===== config.mk =====
export PLATFORM = sky130hd
export DESIGN_NAME = dmem_arbiter
export DESIGN_NICKNAME = d
export VERILOG_FILES = /design/src/rtl/dmem_arbiter.sv
export SDC_FILE = /design/constraint.sdc
export NUM_CORES = 1
export LEC_CHECK = 0
export BUFFER_PORTS_ARGS = -buffer_cell sky130_fd_sc_hd__buf_2
export CORE_MARGIN = 5
export CORE_UTILIZATION = 35
export DETAILED_ROUTE_END_ITERATION = 7
export PLACE_DENSITY = 0.68
export SYNTH_ARGS = -nofsm -noshare
export SYNTH_HDL_FRONTEND = slang
export SYNTH_SLANG_ARGS = --single-unit

===== constraint.sdc =====
create_clock -name clk -period 6.6 [get_ports clk]
set_input_delay 0.33 -clock clk [delete_from_list [all_inputs] [get_ports clk]]
set_output_delay 0.33 -clock clk [all_outputs]
set_load 0.005 [all_outputs]

===== src/rtl/dmem_arbiter.sv =====
// Round-robin arbiter/sequencer sharing one registered-output data memory among NUM_CORES cores.
// Latency: write ack starts 2 edges after the sampling edge, read ack 2+RD_LATENCY edges.
// Backpressure: requests are level-held until ack; one transaction at a time, losers simply wait.
//
// Ports:
//   clk, rst            clock, asynchronous active-low reset
//   req/we/addr/wdata   per-core request bundle, core i at slice i
//   gnt/ack             one-hot owner of the current transaction / one-cycle completion pulse
//   rdata               read data, valid in the ack cycle and held until the next read completes
//   busy                high whenever the sequencer is not idle
//   mem_*               single-port memory interface (q returns RD_LATENCY clocks after sampling)
module dmem_arbiter #(
  parameter int NUM_CORES  = 4,
  parameter int ADDR_W     = 16,
  parameter int DATA_W     = 16,
  parameter int RD_LATENCY = 1
) (
  input  logic                      clk,
  input  logic                      rst,
  input  logic [NUM_CORES-1:0]      req,
  input  logic [NUM_CORES-1:0]      we,
  input  logic [NUM_CORES*ADDR_W-1:0] addr,
  input  logic [NUM_CORES*DATA_W-1:0] wdata,
  output logic [NUM_CORES-1:0]      gnt,
  output logic [NUM_CORES-1:0]      ack,
  output logic [DATA_W-1:0]         rdata,
  output logic                      busy,
  output logic [ADDR_W-1:0]         mem_addr,
  output logic [DATA_W-1:0]         mem_wdata,
  output logic                      mem_wren,
  input  logic [DATA_W-1:0]         mem_rdata
);

  localparam int SEL_W = (NUM_CORES > 1) ? $clog2(NUM_CORES) : 1;
  localparam int CNT_W = 2;

  typedef enum logic [1:0] {
    IDLE   = 2'd0,
    ACCESS = 2'd1,
    WAIT   = 2'd2,
    DONE   = 2'd3
  } state_t;

  state_t             state_q;
  state_t             state_d;
  logic [SEL_W-1:0]   last_q;
  logic [CNT_W-1:0]   cnt_q;

  logic               sel_found;
  logic [SEL_W-1:0]   sel_idx;
  logic [SEL_W-1:0]   cand;

  // Rotating search starting just after the last served core, wrapping at
  // NUM_CORES-1 (not at a power of two) so odd core counts rotate correctly.
  always_comb begin
    sel_found = 1'b0;
    sel_idx   = '0;
    cand      = last_q;
    for (int k = 0; k < NUM_CORES; k++) begin
      cand = (cand == SEL_W'(NUM_CORES - 1)) ? '0 : cand + 1'b1;
      if (!sel_found && req[cand]) begin
        sel_found = 1'b1;
        sel_idx   = cand;
      end
    end
  end

  // State register
  always_ff @(posedge clk or negedge rst) begin
    if (!rst) begin
      state_q <= IDLE;
    end else begin
      state_q <= state_d;
    end
  end

  // Next-state logic. mem_wren is only ever set during ACCESS, so it doubles
  // as the latched write/read flag of the transaction in that state.
  always_comb begin
    state_d = state_q;
    case (state_q)
      IDLE:    if (sel_found) state_d = ACCESS;
      ACCESS:  state_d = mem_wren ? DONE : WAIT;
      WAIT:    if (cnt_q == '0) state_d = DONE;
      DONE:    state_d = IDLE;
      default: state_d = IDLE;
    endcase
  end

  // Registered outputs and datapath
  always_ff @(posedge clk or negedge rst) begin
    if (!rst) begin
      gnt       <= '0;
      ack       <= '0;
      rdata     <= '0;
      busy      <= 1'b0;
      mem_addr  <= '0;
      mem_wdata <= '0;
      mem_wren  <= 1'b0;
      cnt_q     <= '0;
      last_q    <= SEL_W'(NUM_CORES - 1);
    end else begin
      busy <= (state_d != IDLE);
      case (state_q)
        IDLE: begin
          if (sel_found) begin
            mem_addr  <= addr[int'(sel_idx)*ADDR_W +: ADDR_W];
            mem_wdata <= wdata[int'(sel_idx)*DATA_W +: DATA_W];
            mem_wren  <= we[sel_idx];
            gnt       <= NUM_CORES'(1) << sel_idx;
            last_q    <= sel_idx;
          end
        end
        ACCESS: begin
          // The memory samples address/data/wren at this edge.
          mem_wren <= 1'b0;
          if (mem_wren) begin
            ack <= gnt;
          end else begin
            cnt_q <= CNT_W'(RD_LATENCY - 1);
          end
        end
        WAIT: begin
          if (cnt_q != '0) begin
            cnt_q <= cnt_q - 1'b1;
          end else begin
            rdata <= mem_rdata;
            ack   <= gnt;
          end
        end
        DONE: begin
          ack <= '0;
          gnt <= '0;
        end
        default: begin
          ack <= '0;
          gnt <= '0;
        end
      endcase
    end
  end

endmodule


==> run_results.csv, run 1 <==
group,metric,value,unit
finish,stdcell_area,5150,um^2
setup_path,cp_data_arrival_time,2.83,ns
detailed_routing,postRouteAntennaNets,0,
synth,synth-seq-area-share,42.0,%
global_routing,grt_use_total,18.3,%
timing,setup_viol,0,
job,maxCapViolCount,0,
pwr,peakVddDrop,267,uV
global_routing,globalRoute.totalOverflow,0,
finish,seq_area,1600,um^2
synth,synth-seq-cells,64,
global_routing,grt_pass1_wl,18900,um
detailed_routing,drc,0,
pwr,p_per_area,475,nW/um^2
setup_path,end_kind,"flop",
floorplanning,fp.coreArea,10700,um^2
synth,synth_edf_count,0,
placed_design,place_area,4960,um^2
global_routing,antenna_found_initial,0,
worst_hold_path,hold_path_class,"in -> async",
setup_path,start_kind,"flop",
synth,netlist.area_leader.share,40.6,%
finish,diodes,0,
setup_path,r2r_end,"mem_addr[8]",
synth,async_flop_share,100,%
timing,rsz0062_at_grt,"false",
floorplanning,io_pins,212,
finish,final_layout_size_suffix_gt1_share,50.2,%
timing,slew_viol_final,0,
clocking,cts_sinks,64,
detailed_routing,drt-vias-per-instance,5.20,
pwr,cellLeakagePower,2.48,nW
finish,synthToLayoutAreaGrowth,35.0,%
synth,synth-main-ff-cell,"dfrtp_1",
timing,clock_skew,0.00674,ns
pwr,finalPower,2.45,mW
clocking,cts_buffer_depth,2,
floorplanning,dieWidth,114,um
global_routing,grt_max_degree,65,
placed_design,routabilityCongestion,0.758,
setup_path,r2r-start,"last_q[0]",
clocking,path_clk_slew,0.07,ns
setup_path,startpoint,"last_q[0]",
clocking,post_cts_resized,0,
detailed_routing,drtIter0Drc,130,
timing,final.setup.tns,0,ns
timing,period_needed,2.61,ns
clocking,numCtsBuffers,9,
timing,worst_pin_slew,0.876,ns
floorplanning,placementRows,38,
synth,yosysMostFrequentCell,"dfrtp_1",
timing,hold_violations,0,
global_routing,first_global_vias,3872,
synth,synth_area,3820,um^2
timing,max_slew_margin,41.6,%
synth,synth_common_cells,"dfrtp_1, nor2_1, mux2i_1, o21ai_0, a221oi_1",
synth,synth_cells,363,
clocking,cts_hold_buffers,0,
floorplanning,die-area,13100,um^2
synth,yosysTopAreaCell,"dfrtp_1",
timing,period_share,39.6,%
detailed_routing,drt-pass1-iter-count,4,
finish,multi_input_area,2030,um^2
setup_path,r2r_cells,7,
placed_design,hpwlAfterDp,8780,um
floorplanning,fp.dieH,114,um
clocking,clock_latency,0.34,ns
finish,n_fill_cell,1059,
timing,fmax,383,MHz
synth,synth_cell_types,41,
placed_design,pre_cts_slack,3.98,ns
timing,finalWorstSetupSlack,3.99,ns
synth,synthTopCellsByArea,"dfrtp_1, o22ai_2, mux2i_1",
clocking,cts_max_level,3,
setup_path,critPathMaxFanout,29,
detailed_routing,avgRoutedWirePerCell,16.8,um
setup_path,crit_required,6.82,ns
synth,ys_warn_count,0,
placed_design,portBuffers,211,
floorplanning,initial_utilization,35.5,%
synth,syn_avg_cell_area,10.5,um^2
finish,nNetsFinal,724,
synth,synth_nets,524,
detailed_routing,vias,3668,
detailed_routing,drt-total-wl,11900,um
clocking,clockRootBuffer,"clkbuf_8",
setup_path,ff2ff_setup_slack,3.99,ns
clocking,post_cts_buffers,0,
setup_path,crit_type,"reg -> reg",
status,status,"finished clean",
clocking,cts_tree,"yes",
-- cells by family (layout without fill, tap and decap cells) --
group	count (synthesis)	in the layout	synth area share [%]
AOI/OAI and AO/OA	129	129	27.6
muxes	51	51	13.9
and+or+nand+nor	73	73	9.31
adders and majority gates	7	7	2.29
DFF	64	64	42.0
buffers and inverters	39	242	4.91
-- stage by stage --
step / hold slack (ns) / std cells / utilization (%)
after global routing: 0.196 / 706 / 48.0
final: 0.162 / 706 / 48.0
after global placement: 0.453 / 692 / 46.2
after CTS: 0.191 / 706 / 48.0
after detailed placement: 0.463 / 692 / 46.2
after floorplan: 0.0344 / 363 / -
-- state kept, by name, indices dropped and copies added (netlist names) --
name	cells
cnt_q	2
state_q	2
gnt	4
mem_addr	16
last_q	2
mem_wdata	16
rdata	16
mem_wren	1
ack	4
busy	1
-- power by group --
group	internal [mW]	switching, mW	total, mW
Sequential	0.580	0.112	0.692
Combinational	0.652	0.762	1.41
Clock	0.190	0.153	0.343
Total	1.42	1.03	2.45
-- cells in the final DEF (no fill, tap or decap), types with 8 or more instances in the layout --
cell type	n
a221oi_1	33
buf_2	211
clkbuf_8	11
dfrtp_1	62
inv_1	10
mux2_2	16
mux2i_1	35
nand2_1	14
nor2_1	36
o21ai_0	35
o21ai_1	8
o22ai_2	29
-- cell type report --
class,count,area share [%]
Clock buffer,11,2.94
Sequential cell,64,31.1
Tap cell,140,3.40
Multi-Input combinational cell,260,39.5
Timing Repair Buffer,218,21.5
Clock inverter,3,0.825
Inverter,10,0.728
-- worst max path at each step --
stage,endpoint,cells after the start
after global placement,mem_addr[14],7
after CTS,mem_addr[8],7
final,mem_addr[8],7
after floorplan,mem_addr[0],8
after detailed placement,mem_addr[8],7
after global routing,mem_addr[8],7
-- critical path, stage by stage, from the launching register on --
cell     delay (ns)
dfstp_2        0.55
ha_1           0.33
and2_1         0.20
and2_1         0.19
nor3_4         0.27
buf_4          0.53
mux2i_1        0.30
o22ai_2        0.11
-- per-layer routing --
layer | global-route usage [%] | wire (um)
met1 | 21.0 | 4680
met2 | 32.5 | 6130
met3 | 3.65 | 811
met4 | 8.31 | 240
met5 | 0 | 0
(Power assumes the default switching activity.)
==> inputs of run 2 (changes only) <==
Settings changed: PLACE_DENSITY 0.68 to 0.7.
Clock period 6.6 ns to 2.3 ns, I/O delays scaled along.
==> run 2 against run 1 <==
Net effect:
- combinational power increased to 3.2 times the previous value
- worst hold slack got worse by 0.14 ns
- die area unchanged
- utilization increased by 3.2 points
- power increased to 3.1 times the previous value
- clock power increased to 2.9 times the previous value
- critical endpoint is now mem_addr[14]
- highest routed layer is now met5
- sequential power increased to 2.9 times the previous value
==> run_results.csv, run 2 (same netlist as run 1, synthesis figures left out) <==
group,metric,value,unit
setup_path,r2r_cells,8,
floorplanning,die-area,13100,um^2
setup_path,cp_slowest_stage_delay,0.58,ns
timing,rsz0062_at_grt,"false",
finish,final_core_util,51.2,%
timing,max_slew_margin,56.6,%
timing,clock_skew,0.00728,ns
pwr,peakVddDrop,549,uV
detailed_routing,wl_met1,4940,um
setup_path,r2r_end,"mem_addr[14]",
clocking,cts_tree,"yes",
detailed_routing,vias,3795,
detailed_routing,wl_met2,6530,um
global_routing,globalRoute.totalOverflow,0,
timing,period_share,94.6,%
setup_path,path_common_cell,"and2_1",
detailed_routing,postRouteAntennaNets,0,
floorplanning,fp.coreArea,10700,um^2
detailed_routing,drtIter0Drc,186,
clocking,clockRootBuffer,"clkbuf_8",
clocking,cts_buffer_depth,2,
global_routing,grt_max_degree,43,
placed_design,portBuffers,211,
detailed_routing,highest_layer,"met5",
timing,worst_pin_slew,0.651,ns
placed_design,place_area,5050,um^2
setup_path,start_kind,"flop",
global_routing,grt_use_total,18.4,%
global_routing,grt_pass1_wl,19300,um
finish,reg_top3,"mem_addr (16), mem_wdata (16), rdata (16)",
worst_hold_path,hold_path_class,"in -> reg",
setup_path,worst-path-buf-inv,2,
clocking,numCtsBuffers,9,
detailed_routing,drt-pass1-iter-count,5,
status,status,"finished clean",
finish,final_layout_size_suffix_gt1_share,50.8,%
finish,synthToLayoutAreaGrowth,44.0,%
clocking,cts_max_level,3,
finish,diodes,0,
floorplanning,initial_utilization,35.5,%
setup_path,critical-path-top-delay-family,"flip-flops",
finish,final_cell_mix,"buf_2, dfrtp_1, nor2_1",
setup_path,cp_data_arrival_time,2.39,ns
setup_path,cp.depth,8,
setup_path,end_kind,"flop",
setup_path,r2r-start,"last_q[0]",
floorplanning,placementRows,38,
floorplanning,io_pins,212,
setup_path,crit_chain,"ha_4 -> and2_1 -> and2_1 -> nor3_4 -> buf_12 -> buf_16 -> mux2i_2 -> o22ai_2",
detailed_routing,wl_met3,747,um
pwr,p_per_area,1360,nW/um^2
placed_design,routabilityCongestion,0.837,
detailed_routing,drc,0,
global_routing,antenna_found_initial,2,
timing,setup_viol,0,
setup_path,crit_required,2.51,ns
finish,stdcell_area,5500,um^2
global_routing,first_global_vias,3975,
clocking,clock_latency,0.34,ns
timing,fmax,459,MHz
finish,seq_area,1600,um^2
setup_path,crit_type,"reg -> reg",
setup_path,crit_path_end,"mem_addr[14]",
pwr,cellLeakagePower,2.61,nW
setup_path,critPathMaxFanout,14,
floorplanning,fp.dieH,114,um
timing,period_needed,2.18,ns
timing,final.setup.tns,0,ns
finish,nNetsFinal,749,
detailed_routing,drt-total-wl,12400,um
timing,slew_viol_final,0,
finish,multi_input_area,2070,um^2
detailed_routing,drt-vias-per-instance,5.18,
finish,final_common_cell,"buf_2",
setup_path,startpoint,"last_q[0]",
job,maxCapViolCount,0,
placed_design,hpwlAfterDp,9190,um
floorplanning,dieWidth,114,um
clocking,cts_sinks,64,
finish,n_fill_cell,1026,
clocking,path_clk_slew,0.07,ns
detailed_routing,avgRoutedWirePerCell,16.9,um
setup_path,cpMaxStageDelayCell,"dfstp_2",
timing,hold_violations,0,
setup_path,ff2ff_setup_slack,0.12,ns
## run 2: changes by cell type in the layout (fill, tap and decap cells not counted), sizes merged
cell         before  now
dlygate4sd3       0   16
clkinv            1    2
buf             218  226
inv              10   11
clkinvlp          1    2
## run 2: stage by stage
step	std cells	total power [mW]	setup slack (ns)	hold slack, ns
floorplan	363	4.90	0.165	-0.181
global placement	699	6.10	0.177	0.170
detailed placement	699	6.26	0.0953	0.176
CTS	731	7.31	0.0939	0.000563
global route	733	8.06	0.0563	0.0154
finish	733	7.48	0.123	0.0214
## run 2: how the worst min path moves through the flow
stage / depth (start not counted) / startpoint / end
floorplan: 0 / rst / ack[0]
detailed placement: 1 / rst / rdata[0]
global placement: 1 / rst / rdata[0]
global route: 2 / mem_rdata[13] / rdata[13]
CTS: 2 / mem_rdata[13] / rdata[13]
finish: 2 / mem_rdata[13] / rdata[13]
## run 2: cell type report
class | count | share of cell area, %
clock buffers | 10 | 2.50
repair buffers | 243 | 25.7
flip-flops and latches | 64 | 29.2
clock inverters | 6 | 1.23
multi-input cells | 260 | 37.6
well taps | 140 | 3.19
inverters | 10 | 0.683
## run 2: layer usage
layer,global-route usage (%),vias up
li1,-,1825
met1,21.7,1828
met2,32.6,125
met3,4.12,13
met4,6.65,4
met5,0,-
## run 2: report_power, final
group | internal, mW | switching [mW] | leakage, nW
combinational | 2.20 | 2.27 | 1.78
sequential | 1.66 | 0.334 | 0.733
clock | 0.534 | 0.472 | 0.0989
total | 4.40 | 3.08 | 2.61
## run 2: repair_timing
item / 4_1_cts / 5_1_grt
endpoints found under the hold margin: 41 / 0
hold buffers: 16 / 0
buffers inserted: 0 / 1
resized for setup: 0 / 8
endpoints found under the setup margin: 0 / 3
==> inputs of run 3 (changes only) <==
Settings changed: RECOVER_POWER set to 25.
==> run 3 against run 2 <==
Net effect:
- the run now ends with max-capacitance violations, max-slew violations left
- maximum frequency increased by 0.44%
- sequential cell count unchanged
- worst hold slack improved by 0.0011 ns
- sequential share of layout area increased by 0.080 points
- non-clock buffer count unchanged
- final area decreased by 0.27%
- critical path type unchanged
- largest cell class unchanged
==> run_results.csv, run 3 (same netlist as run 1, synthesis figures left out) <==
group,metric,value,unit
worst_hold_path,holdPathEnd,"rdata[13]",
floorplanning,fp.dieH,114,um
floorplanning,io_pins,212,
global_routing,grt_pass1_wl,19300,um
finish,reg_top3,"mem_addr (16), mem_wdata (16), rdata (16)",
floorplanning,die-area,13100,um^2
finish,final_layout_size_suffix_gt1_share,48.7,%
pwr,p_per_area,1360,nW/um^2
timing,max_slew_margin,-4.20,%
timing,setup_viol,0,
timing,fmax,461,MHz
global_routing,grt_max_degree,43,
pwr,peakVddDrop,546,uV
worst_hold_path,hold_path_class,"in -> reg",
clocking,path_clk_slew,0.07,ns
detailed_routing,postRouteAntennaNets,0,
global_routing,grt_use_total,18.4,%
setup_path,crit_required,2.51,ns
finish,final_cell_mix,"buf_2, dfrtp_1, nor2_1",
clocking,cts_max_level,3,
timing,slew_viol_final,27,
global_routing,globalRoute.totalOverflow,0,
detailed_routing,drt-vias-per-instance,5.20,
clocking,clock_latency,0.34,ns
clocking,clockRootBuffer,"clkbuf_8",
status,status,"complete, but fails checks",
finish,final_core_util,51.0,%
finish,final_common_cell,"buf_2",
clocking,cts_sinks,64,
setup_path,r2r_cells,8,
pwr,cellLeakagePower,2.58,nW
timing,rsz0062_at_grt,"false",
setup_path,ff2ff_setup_slack,0.13,ns
clocking,cts_tree,"yes",
floorplanning,dieWidth,114,um
detailed_routing,avgRoutedWirePerCell,16.8,um
setup_path,critPathMaxFanout,14,
finish,diodes,0,
timing,period_share,94.2,%
placed_design,pre_cts_slack,0.0953,ns
setup_path,r2r_end,"mem_addr[14]",
detailed_routing,drt-total-wl,12300,um
detailed_routing,drt-pass1-iter-count,5,
clocking,numCtsBuffers,9,
setup_path,end_kind,"flop",
floorplanning,fp.coreArea,10700,um^2
setup_path,crit_type,"reg -> reg",
clocking,cts_buffer_depth,2,
timing,hold_violations,0,
setup_path,start_kind,"flop",
setup_path,startpoint,"last_q[0]",
global_routing,use_met2,32.6,%
global_routing,grt.met1_usage,21.7,%
timing,final.setup.tns,0,ns
placed_design,routabilityCongestion,0.837,
detailed_routing,drtIter0Drc,172,
setup_path,cp_data_arrival_time,2.38,ns
detailed_routing,drc,0,
floorplanning,initial_utilization,35.5,%
finish,synthToLayoutAreaGrowth,43.6,%
worst_hold_path,worstHoldStart,"mem_rdata[13]",
job,maxCapViolCount,1,
placed_design,portBuffers,211,
global_routing,grt_util_met3,4.12,%
timing,worst_pin_slew,1.56,ns
timing,clock_skew,0.00687,ns
setup_path,r2r-start,"last_q[0]",
global_routing,antenna_found_initial,2,
placed_design,hpwlAfterDp,9190,um
floorplanning,placementRows,38,
status,violations,"max-capacitance violations, max-slew violations",
timing,period_needed,2.17,ns
global_routing,first_global_vias,3975,
finish,nNetsFinal,749,
detailed_routing,vias,3808,
timing,finalWorstSetupSlack,0.133,ns
global_routing,top_usage_layer,"met2",
worst_hold_path,whs_path_depth,2,
run 3: cell types whose count changed in the layout (fill, tap and decap cells not counted), sizes merged:
cell    change
buf        -12
clkbuf     +12
run 3: power breakdown:
group | total [mW] | switching (mW) | internal [mW]
sequential | 2.00 | 0.338 | 1.66
clock | 1.00 | 0.470 | 0.534
combinational | 4.45 | 2.27 | 2.18
total | 7.45 | 3.07 | 4.38
run 3: what timing repair did:
item	CTS	global route
hold buffers	16	0
endpoints found under the hold margin	41	0
setup endpoints to repair	0	3
resized for setup	0	8
buffers inserted	0	1
run 3: worst max-delay path by stage:
stage,cells after the start,to
floorplan,8,mem_addr[14]
global placement,7,mem_addr[11]
detailed placement,7,mem_wdata[14]
CTS,7,mem_addr[10]
global route,8,mem_wdata[2]
finish,8,mem_addr[14]
run 3: routing by layer:
metal / vias up / share of wire, %
li1: 1824 / -
met1: 1828 / 39
met2: 137 / 53
met3: 15 / 6.8
met4: 4 / 1.3
met5: - / 0.17
run 3: area by class of cell:
class	count	area, um^2
Fill cell	1032	5260
Multi-Input combinational cell	260	2070
Sequential cell	64	1600
Timing Repair Buffer	243	1400
Tap cell	140	175
Clock buffer	10	138
Clock inverter	6	67.6
Inverter	10	37.5
run 3: critical path, cell delays in order (launching register included):
cell and delay, ns:
dfstp_2 0.58, ha_4 0.24, and2_1 0.16, and2_1 0.19
nor3_4 0.22, buf_12 0.15, buf_16 0.16, mux2i_2 0.24
o22ai_2 0.10
run 3: through the flow:
stage               cells  hold slack [ns]  area (um^2)  total power, mW
finish                733           0.0225         5480             7.45
CTS                   731         0.000563         5420             7.31
detailed placement    699            0.176         5050             6.26
floorplan             363           -0.181         3820             4.90
global route          733           0.0154         5480             8.04
global placement      699            0.170         5050             6.10
